$ cat src/rtl/vshift_issue_sequencer_pkg.sv
// Shared constants and encodings for the vector shift issue sequencer and its operand path.
// The VLEN/ELEN/BEAT_W constants are used by the interface, the top and the operand assembler.
package vshift_pkg;

    localparam int VLEN   = 512;
    localparam int ELEN   = 32;
    localparam int BEAT_W = 128;
    localparam int BEATS  = VLEN / BEAT_W;

    typedef enum logic [1:0] {
        OP_VV = 2'b00,
        OP_VX = 2'b01,
        OP_VI = 2'b10
    } op_type_e;

    typedef enum logic [2:0] {
        SLL = 3'b000,
        SRL = 3'b001,
        SRA = 3'b010
    } shift_op_e;

    typedef enum logic [2:0] {
        S_IDLE  = 3'd0,
        S_READ  = 3'd1,
        S_DRAIN = 3'd2,
        S_EXEC  = 3'd3,
        S_WRITE = 3'd4
    } seq_state_e;

    function automatic logic sew_ok(input logic [6:0] sew);
        return (sew == 7'd8) || (sew == 7'd16) || (sew == 7'd32);
    endfunction

endpackage

$ cat src/rtl/vshift_issue_sequencer_if.sv
// Request, VRF read, shift-unit and writeback signals of the vector shift issue sequencer.
// The sequencer connects through the slave modport; its environment uses the master modport.
interface vshift_issue_sequencer_if;
    import vshift_pkg::*;

    logic              req_valid;
    logic              req_ready;
    logic [1:0]        req_op_type;
    logic [2:0]        req_shift_op;
    logic [6:0]        req_sew;
    logic [4:0]        req_vs1;
    logic [4:0]        req_vs2;
    logic [4:0]        req_vd;
    logic [ELEN-1:0]   req_scalar;
    logic [4:0]        req_imm;
    logic              req_err;

    logic              rd_en;
    logic [4:0]        rd_addr;
    logic [1:0]        rd_beat;
    logic [BEAT_W-1:0] rd_data;

    logic [VLEN-1:0]   data1;
    logic [VLEN-1:0]   data2;
    logic [1:0]        op_type;
    logic [2:0]        shift_op;
    logic [6:0]        sew;
    logic [VLEN-1:0]   shift_result;
    logic              shift_done;

    logic              wb_valid;
    logic              wb_ready;
    logic [4:0]        wb_addr;
    logic [1:0]        wb_beat;
    logic [BEAT_W-1:0] wb_data;
    logic              busy;

    modport slave (
        input  req_valid, req_op_type, req_shift_op, req_sew, req_vs1, req_vs2, req_vd,
               req_scalar, req_imm, rd_data, shift_result, shift_done, wb_ready,
        output req_ready, req_err, rd_en, rd_addr, rd_beat, data1, data2, op_type,
               shift_op, sew, wb_valid, wb_addr, wb_beat, wb_data, busy
    );

    modport master (
        output req_valid, req_op_type, req_shift_op, req_sew, req_vs1, req_vs2, req_vd,
               req_scalar, req_imm, rd_data, shift_result, shift_done, wb_ready,
        input  req_ready, req_err, rd_en, rd_addr, rd_beat, data1, data2, op_type,
               shift_op, sew, wb_valid, wb_addr, wb_beat, wb_data, busy
    );

endinterface

$ cat src/rtl/vshift_issue_sequencer_operand_assembler.sv
// Builds the 512-bit data1/data2 shift operands from 128-bit VRF read beats.
// A clear seeds data1 with the scalar/immediate (zero for VV) and zeroes data2.
module vshift_operand_assembler
    import vshift_pkg::*;
(
    input  logic              clk,
    input  logic              reset,
    input  logic              i_clr,
    input  logic [ELEN-1:0]   i_d1_init,
    input  logic              i_wr_en,
    input  logic              i_wr_sel,
    input  logic [1:0]        i_wr_beat,
    input  logic [BEAT_W-1:0] i_wr_data,
    output logic [VLEN-1:0]   o_data1,
    output logic [VLEN-1:0]   o_data2
);

    logic [VLEN-1:0] r_data1;
    logic [VLEN-1:0] r_data2;

    always_ff @(posedge clk or posedge reset) begin
        if (reset) begin
            r_data1 <= '0;
            r_data2 <= '0;
        end else if (i_clr) begin
            r_data1 <= {{(VLEN-ELEN){1'b0}}, i_d1_init};
            r_data2 <= '0;
        end else if (i_wr_en) begin
            // i_wr_sel picks the vs1 operand (data1); otherwise the beat belongs to vs2
            if (i_wr_sel) begin
                r_data1[i_wr_beat*BEAT_W +: BEAT_W] <= i_wr_data;
            end else begin
                r_data2[i_wr_beat*BEAT_W +: BEAT_W] <= i_wr_data;
            end
        end
    end

    assign o_data1 = r_data1;
    assign o_data2 = r_data2;

endmodule

$ cat src/rtl/vshift_issue_sequencer.sv
// Issue sequencer in front of the vector shift unit: operand fetch, execute handoff, beat writeback.
// Reads vs2 (then vs1 for VV) beat by beat, waits for shift_done, then writes vd back in 4 beats.
//
// state   | meaning
// IDLE    | ready for a request; rejected requests pulse req_err here
// READ    | one VRF read per cycle: vs2 beats 0..3, then vs1 beats 0..3 for VV
// DRAIN   | final read beat lands in the operand registers
// EXEC    | operands held stable, waiting for shift_done
// WRITE   | result beats 0..3 offered on the writeback handshake
module vshift_issue_sequencer
    import vshift_pkg::*;
(
    input  logic                    clk,
    input  logic                    reset,
    vshift_issue_sequencer_if.slave bus
);

    localparam logic [2:0] ST_IDLE  = S_IDLE;
    localparam logic [2:0] ST_READ  = S_READ;
    localparam logic [2:0] ST_DRAIN = S_DRAIN;
    localparam logic [2:0] ST_EXEC  = S_EXEC;
    localparam logic [2:0] ST_WRITE = S_WRITE;

    logic [2:0]      r_state;
    logic            r_req_err;
    logic [1:0]      r_op_type;
    logic [2:0]      r_shift_op;
    logic [6:0]      r_sew;
    logic [4:0]      r_vs1;
    logic [4:0]      r_vs2;
    logic [4:0]      r_vd;
    logic [2:0]      r_rd_cnt;
    logic            r_cap_en;
    logic [2:0]      r_cap_idx;
    logic [VLEN-1:0] r_result;
    logic [1:0]      r_wb_beat;

    logic            w_accept;
    logic            w_req_ok;
    logic            w_rd_en;
    logic            w_rd_last;
    logic            w_wb_valid;
    logic [ELEN-1:0] w_d1_init;

    assign w_accept   = (r_state == ST_IDLE) && !r_req_err && bus.req_valid;
    assign w_req_ok   = sew_ok(bus.req_sew) && (bus.req_op_type != 2'b11);
    assign w_rd_en    = (r_state == ST_READ);
    assign w_rd_last  = (r_rd_cnt == ((r_op_type == OP_VV) ? 3'd7 : 3'd3));
    assign w_wb_valid = (r_state == ST_WRITE);

    // VX/VI place the raw scalar/immediate in data1; the shift unit does the broadcast
    always_comb begin
        w_d1_init = '0;
        if (bus.req_op_type == OP_VX) begin
            w_d1_init = bus.req_scalar;
        end else if (bus.req_op_type == OP_VI) begin
            w_d1_init = {{(ELEN-5){1'b0}}, bus.req_imm};
        end
    end

    always_ff @(posedge clk or posedge reset) begin
        if (reset) begin
            r_state    <= ST_IDLE;
            r_req_err  <= 1'b0;
            r_op_type  <= '0;
            r_shift_op <= '0;
            r_sew      <= '0;
            r_vs1      <= '0;
            r_vs2      <= '0;
            r_vd       <= '0;
            r_rd_cnt   <= '0;
            r_cap_en   <= 1'b0;
            r_cap_idx  <= '0;
            r_result   <= '0;
            r_wb_beat  <= '0;
        end else begin
            r_req_err <= 1'b0;
            r_cap_en  <= w_rd_en;
            r_cap_idx <= r_rd_cnt;
            case (r_state)
                ST_IDLE: begin
                    if (w_accept) begin
                        r_op_type  <= bus.req_op_type;
                        r_shift_op <= bus.req_shift_op;
                        r_sew      <= bus.req_sew;
                        r_vs1      <= bus.req_vs1;
                        r_vs2      <= bus.req_vs2;
                        r_vd       <= bus.req_vd;
                        if (w_req_ok) begin
                            r_rd_cnt <= '0;
                            r_state  <= ST_READ;
                        end else begin
                            r_req_err <= 1'b1;
                        end
                    end
                end
                ST_READ: begin
                    r_rd_cnt <= r_rd_cnt + 3'd1;
                    if (w_rd_last) begin
                        r_state <= ST_DRAIN;
                    end
                end
                ST_DRAIN: begin
                    r_state <= ST_EXEC;
                end
                ST_EXEC: begin
                    if (bus.shift_done) begin
                        r_result  <= bus.shift_result;
                        r_wb_beat <= '0;
                        r_state   <= ST_WRITE;
                    end
                end
                ST_WRITE: begin
                    if (bus.wb_ready) begin
                        r_wb_beat <= r_wb_beat + 2'd1;
                        if (r_wb_beat == 2'(BEATS - 1)) begin
                            r_state <= ST_IDLE;
                        end
                    end
                end
                default: begin
                    r_state <= ST_IDLE;
                end
            endcase
        end
    end

    // Read beat index bit 2 selects vs1; capture happens one cycle later with the returning data
    vshift_operand_assembler u_asm (
        .clk       (clk),
        .reset     (reset),
        .i_clr     (w_accept && w_req_ok),
        .i_d1_init (w_d1_init),
        .i_wr_en   (r_cap_en),
        .i_wr_sel  (r_cap_idx[2]),
        .i_wr_beat (r_cap_idx[1:0]),
        .i_wr_data (bus.rd_data),
        .o_data1   (bus.data1),
        .o_data2   (bus.data2)
    );

    assign bus.req_ready = (r_state == ST_IDLE) && !r_req_err;
    assign bus.req_err   = r_req_err;
    assign bus.busy      = (r_state != ST_IDLE);

    assign bus.rd_en     = w_rd_en;
    assign bus.rd_addr   = w_rd_en ? (r_rd_cnt[2] ? r_vs1 : r_vs2) : 5'd0;
    assign bus.rd_beat   = w_rd_en ? r_rd_cnt[1:0] : 2'd0;

    assign bus.op_type   = r_op_type;
    assign bus.shift_op  = r_shift_op;
    assign bus.sew       = r_sew;

    assign bus.wb_valid  = w_wb_valid;
    assign bus.wb_addr   = w_wb_valid ? r_vd : 5'd0;
    assign bus.wb_beat   = r_wb_beat;
    assign bus.wb_data   = w_wb_valid ? r_result[r_wb_beat*BEAT_W +: BEAT_W] : '0;

endmodule

$ cat src/flat_wrapper.sv
// flat-port wrapper written by rule: the top's interface ports become plain ports
module vshift_issue_sequencer_flat import vshift_pkg::*;
  (clk, reset, bus_req_valid, bus_req_op_type, bus_req_shift_op, bus_req_sew, bus_req_vs1, bus_req_vs2, bus_req_vd, bus_req_scalar, bus_req_imm, bus_rd_data, bus_shift_result, bus_shift_done, bus_wb_ready, bus_req_ready, bus_req_err, bus_rd_en, bus_rd_addr, bus_rd_beat, bus_data1, bus_data2, bus_op_type, bus_shift_op, bus_sew, bus_wb_valid, bus_wb_addr, bus_wb_beat, bus_wb_data, bus_busy);
  vshift_issue_sequencer_if bus_i ();
  input  logic clk;
  input  logic reset;
  input wire logic [$bits(bus_i.req_valid)-1:0] bus_req_valid;
  input wire logic [$bits(bus_i.req_op_type)-1:0] bus_req_op_type;
  input wire logic [$bits(bus_i.req_shift_op)-1:0] bus_req_shift_op;
  input wire logic [$bits(bus_i.req_sew)-1:0] bus_req_sew;
  input wire logic [$bits(bus_i.req_vs1)-1:0] bus_req_vs1;
  input wire logic [$bits(bus_i.req_vs2)-1:0] bus_req_vs2;
  input wire logic [$bits(bus_i.req_vd)-1:0] bus_req_vd;
  input wire logic [$bits(bus_i.req_scalar)-1:0] bus_req_scalar;
  input wire logic [$bits(bus_i.req_imm)-1:0] bus_req_imm;
  input wire logic [$bits(bus_i.rd_data)-1:0] bus_rd_data;
  input wire logic [$bits(bus_i.shift_result)-1:0] bus_shift_result;
  input wire logic [$bits(bus_i.shift_done)-1:0] bus_shift_done;
  input wire logic [$bits(bus_i.wb_ready)-1:0] bus_wb_ready;
  output wire logic [$bits(bus_i.req_ready)-1:0] bus_req_ready;
  output wire logic [$bits(bus_i.req_err)-1:0] bus_req_err;
  output wire logic [$bits(bus_i.rd_en)-1:0] bus_rd_en;
  output wire logic [$bits(bus_i.rd_addr)-1:0] bus_rd_addr;
  output wire logic [$bits(bus_i.rd_beat)-1:0] bus_rd_beat;
  output wire logic [$bits(bus_i.data1)-1:0] bus_data1;
  output wire logic [$bits(bus_i.data2)-1:0] bus_data2;
  output wire logic [$bits(bus_i.op_type)-1:0] bus_op_type;
  output wire logic [$bits(bus_i.shift_op)-1:0] bus_shift_op;
  output wire logic [$bits(bus_i.sew)-1:0] bus_sew;
  output wire logic [$bits(bus_i.wb_valid)-1:0] bus_wb_valid;
  output wire logic [$bits(bus_i.wb_addr)-1:0] bus_wb_addr;
  output wire logic [$bits(bus_i.wb_beat)-1:0] bus_wb_beat;
  output wire logic [$bits(bus_i.wb_data)-1:0] bus_wb_data;
  output wire logic [$bits(bus_i.busy)-1:0] bus_busy;
  assign bus_i.req_valid = bus_req_valid;
  assign bus_i.req_op_type = bus_req_op_type;
  assign bus_i.req_shift_op = bus_req_shift_op;
  assign bus_i.req_sew = bus_req_sew;
  assign bus_i.req_vs1 = bus_req_vs1;
  assign bus_i.req_vs2 = bus_req_vs2;
  assign bus_i.req_vd = bus_req_vd;
  assign bus_i.req_scalar = bus_req_scalar;
  assign bus_i.req_imm = bus_req_imm;
  assign bus_i.rd_data = bus_rd_data;
  assign bus_i.shift_result = bus_shift_result;
  assign bus_i.shift_done = bus_shift_done;
  assign bus_i.wb_ready = bus_wb_ready;
  assign bus_req_ready = bus_i.req_ready;
  assign bus_req_err = bus_i.req_err;
  assign bus_rd_en = bus_i.rd_en;
  assign bus_rd_addr = bus_i.rd_addr;
  assign bus_rd_beat = bus_i.rd_beat;
  assign bus_data1 = bus_i.data1;
  assign bus_data2 = bus_i.data2;
  assign bus_op_type = bus_i.op_type;
  assign bus_shift_op = bus_i.shift_op;
  assign bus_sew = bus_i.sew;
  assign bus_wb_valid = bus_i.wb_valid;
  assign bus_wb_addr = bus_i.wb_addr;
  assign bus_wb_beat = bus_i.wb_beat;
  assign bus_wb_data = bus_i.wb_data;
  assign bus_busy = bus_i.busy;
  vshift_issue_sequencer u_core (.clk(clk), .reset(reset), .bus(bus_i));
endmodule
$ cat config.mk
export PLATFORM = sky130hd
export DESIGN_NAME = vshift_issue_sequencer_flat
export DESIGN_NICKNAME = d
export VERILOG_FILES = /design/src/rtl/vshift_issue_sequencer_pkg.sv /design/src/rtl/vshift_issue_sequencer_if.sv /design/src/rtl/vshift_issue_sequencer_operand_assembler.sv /design/src/rtl/vshift_issue_sequencer.sv /design/src/flat_wrapper.sv
export SDC_FILE = /design/constraint.sdc
export NUM_CORES = 2
export LEC_CHECK = 0
export CAP_MARGIN = 20
export CELL_PAD_IN_SITES_DETAIL_PLACEMENT = 1
export CELL_PAD_IN_SITES_GLOBAL_PLACEMENT = 2
export CORE_AREA = 2 2 733 735
export DETAILED_ROUTE_END_ITERATION = 16
export DIE_AREA = 0 0 735 737
export PLACE_DENSITY_LB_ADDON = 0.15
export SLEW_MARGIN = 15
export SYNTH_ARGS = -nofsm -noshare
export SYNTH_HDL_FRONTEND = slang
export SYNTH_SLANG_ARGS = --single-unit
$ cat constraint.sdc
create_clock -name clk -period 52 [get_ports clk]
set_clock_uncertainty 0.15 [all_clocks]
set_input_delay 10.4 -clock clk [delete_from_list [all_inputs] [get_ports clk]]
set_output_delay 10.4 -clock clk [all_outputs]
set_load 0.1 [all_outputs]
==> metrics.log <==
[metrics] Fin Setup TNS: 0 ns
[metrics] number of rows in the core area: 269
[metrics] reported max-cap violation count: 0
[metrics] placed cells: 13900
[metrics] synthesized instance count: 5416
[metrics] worst slack on hold paths: ~0.31 ns
[metrics] Yosys cell types: 41
[metrics] die boundary height: 737 um
[metrics] standby leakage power: a little over 40 nW
[metrics] global-route wire length before repair: 574 mm
[metrics] Skew-Pair Late Insertion Delay: 0.87 ns
[metrics] r2r startpoint: u_core.r_state[2]
[metrics] ys flop type: dfrtp_1
[metrics] post-synthesis cell area: 0.0651 mm2
[metrics] RSZ-0062 raised after global routing: false
[metrics] number of global-route vias before repair: 57400
[metrics] met1 track demand over resource: ~18%
[metrics] final-report hold violation count: 0
[metrics] Final Slew Violations: 0
[metrics] global route overflow: 0
[metrics] total number of vias: approximately 54000
[metrics] switching power share of the total: 51.5%
[metrics] delay contributed by the slowest stage of the critical path: 0.89 ns
[metrics] Via density: 3.73
[metrics] num ports: 1892
[metrics] number of antenna violations at the first check in global routing: 238
[metrics] cell seen most often among critical-path stages: buf_4
[metrics] CTS Root Cell: clkbuf_16
[metrics] Sw Pwr: 3.74 mW
[metrics] max frequency: between 50 and 60 MHz
[metrics] critical path startpoint: bus_shift_done
[metrics] Worst path slowest cell: buf_4
[metrics] Iter 0 DRT Violations: 2989
[metrics] Final Non-Filler Cells: 14300
[metrics] GRT Total Usage: 15.5%
[metrics] Hold/Removal Path Class: flop to flop
[metrics] final clock period utilization by the worst path: 33.1%
[metrics] portion of the post-synthesis area used by sequential elements: 60.6%
[metrics] maximum resistive drop on vdd: approximately 0.04 mV
[metrics] Nets: 7794
[metrics] Clock Path Buffers: 4
[metrics] clock sink count: about 1600
[metrics] post-cts repair resize count: 0
[metrics] arrival time reported for the critical path endpoint: approximately 18 ns
[metrics] leading cell types by total area after synthesis: dfrtp_1 (61%), mux2_2 (9.3%), a22oi_1 (8.9%), nor2_1 (4.5%), mux4_2 (4.4%)
[metrics] Floorplan Core Area: 0.534 mm2
[metrics] DR DRC count: 0
[metrics] sort of element at the start of the critical path: input pin
[metrics] share of final-layout standard cells stronger than drive strength 1: 18.2%
[metrics] number of buffers inserted during clock tree synthesis: ~220
[metrics] run status: finished clean
[metrics] post-detail-place hpwl: between 300 and 400 mm
[metrics] Pre-Repair DR Iteration Count: 5
[metrics] busiest metal layer after global routing: met2
[metrics] antenna-violating nets left: 0
[metrics] Hold Startpoint: u_core.r_rd_cnt[1]
[metrics] startpoint-to-endpoint class of the critical path: input pin to flop
[metrics] CP max FO: 73
[metrics] buffers inserted by post-CTS timing repair: 0
[metrics] CP cell instances: clkdlybuf4s50_1 > nand4b_1 > buf_4 > buf_4 > buf_4 > buf_4 > buf_4 > buf_4 > buf_4 > buf_4 > mux2_2
[metrics] most frequent standard cell in the layout excluding fill and tap cells: clkdlybuf4s50_1
[metrics] cell type contributing the most total cell area after synthesis: dfrtp_1
[metrics] layout filler cell count: about 60000
[metrics] Finished Core Util: 18.5%
[metrics] layout overhead on the synthesized area: 52.2%
[metrics] Combinational Power Share: a little over 50%
[metrics] Synth warnings: 0
[metrics] count of flip-flops with a built-in enable after synthesis: 0
[metrics] relative max-transition margin: between 10% and 20%
[metrics] clock transition time at the flip-flop clock pins of the worst setup and hold paths: 0.06 ns
[metrics] Cell Int Power: 3.52 mW
[metrics] sequential fraction of design power: 27.6%
[metrics] fraction of synthesized cell area taken by the top area cell type: 60.6%
[metrics] average cell area after synthesis: 12.0 um2
[metrics] wire length after detailed routing: between 400 and 500 mm
[metrics] Horiz. Die Dim: 735 um
[metrics] worst r2r dst: u_core.u_asm.o_data1[187]
[metrics] starting density of the core: between 10% and 20%
[metrics] M2 GR Usage: between 20% and 30%
[metrics] input/output buffers: 1891
[metrics] synthesized flop and latch total: 1576
[metrics] flip-flop and latch area: 0.0394 mm2
[metrics] Final Critical Period: 17.23 ns
[metrics] endpoint required time on the critical path: 52.59 ns
[metrics] hold path cells: 0
[metrics] pin count of the biggest net entering global routing: 138
[metrics] CTS Hold Bufs: 0
[metrics] transition time of the tightest slew-check pin: about 1.2 ns
[metrics] proportion of power drawn by the clock network: 20.9%
[metrics] setup violators final: 0
[metrics] Register-to-Register Setup Slack: 43.81 ns
[metrics] power density over the cells: about 73 mW/mm2
[metrics] Avg WL per Cell: 30.4 um
[metrics] commonest cells after routing, fill and taps aside: clkdlybuf4s50_1 (1755), dfrtp_1 (1574), nor2_1 (778)
[metrics] hold endpoint: u_core.r_cap_idx[1]
[metrics] GPL Wtd Cong: 0.821
[metrics] number of nets in the synthesized netlist: 6132
[metrics] Die Area: roughly 0.54 mm2
[metrics] count of H-tree levels built during CTS: 4
[metrics] CTS tree: done
[metrics] cells on worst reg2reg path: 13
[metrics] capturing element type of the critical path: flop
[metrics] met3 Track Usage GR: 5.94%
[metrics] Multi-input gate area: between 0.02 and 0.025 mm2
[metrics] Post-synth ARST share: 100%
[per-stage QoR]
step	instance area (um2)	worst slack (ns)	power (mW)
2_1_floorplan	65100	19.62	4.52
3_3_place_gp	90800	33.66	5.75
3_5_place_dp	91800	33.72	5.83
4_1_cts	98800	34.72	7.40
5_1_grt	99000	34.30	7.57
6_report	99100	34.77	7.26
[registers in the layout, indices dropped and copies added, names as in the netlist]
| register | cells |
|---|---|
| u_core.r_cap_idx | 3 |
| u_core.r_state | 3 |
| u_core.r_vd | 5 |
| u_core.r_vs2 | 5 |
| u_core.bus.sew | 7 |
| u_core.u_asm.o_data2 | 512 |
| u_core.bus.op_type | 2 |
| u_core.r_result | 512 |
| u_core.r_vs1 | 5 |
| u_core.r_rd_cnt | 3 |
| u_core.r_cap_en | 1 |
| u_core.bus.req_err | 1 |
| u_core.u_asm.o_data1 | 512 |
| u_core.bus.shift_op | 3 |
| u_core.bus.wb_beat | 2 |
[worst max-delay path by stage]
| stage | slack (ns) | cells after the start | end |
|---|---|---|---|
| final | 34.77 | 11 | u_core.r_result[208] |
| after global routing | 34.30 | 11 | u_core.r_result[81] |
| after CTS | 34.72 | 11 | u_core.r_result[209] |
| after detailed placement | 33.72 | 11 | u_core.r_result[341] |
| after global placement | 33.66 | 13 | u_core.u_asm.o_data1[321] |
| after floorplan | 19.62 | 1 | u_core.bus.op_type[0] |
[Yosys cell counts, types with 39 or more instances]
master	count
and2_1	136
mux2i_1	39
dfrtp_1	1576
mux4_2	128
clkbuf_1	263
nand2_1	267
nand3_1	232
a22oi_1	771
nor2_1	778
clkbuf_2	92
buf_2	219
a21oi_1	260
mux2_2	539
[logic make-up after synthesis]
family | Yosys count | synth area share, %
adder cells (fa/ha/maj) | 7 | 0.135
flip-flops | 1576 | 60.6
AND/OR/NAND/NOR | 1475 | 9.77
multiplexers | 706 | 14.4
buffers and inverters | 612 | 4.17
XOR/XNOR | 2 | 0.0269
AO/OA/AOI/OAI | 1038 | 11.0
[layout make-up]
cell class	count	area share [%]
sequential	1576	39.8
tap	7046	8.90
timing repair buffer	2051	20.8
multi-input combinational	3228	23.3
clock buffer	329	6.47
inverter	5	0.0227
antenna	51	0.129
clock inverter	53	0.611
[power groups by stage]
stage,combinational (mW),clock (mW),sequential [mW]
2_1_floorplan,0.879,0,3.64
3_3_place_gp,3.72,0,2.03
3_5_place_dp,3.78,0,2.04
4_1_cts,3.79,1.59,2.02
5_1_grt,3.88,1.63,2.06
6_report,3.74,1.52,2.01
[per-layer routing]
layer | up-vias | routed length (um)
met1 | 28200 | 170000
li1 | 22500 | -
met3 | 643 | 37900
met4 | 238 | 13300
met2 | 1932 | 214000
met5 | - | 1520
[worst max-delay path, delay by kind of cell]
family	cells	cell delay [ns]
buffers and inverters	9	6.40
muxes	1	0.42
and+or+nand+nor	1	0.12
Note: power is estimated with default switching activity, not from simulation.
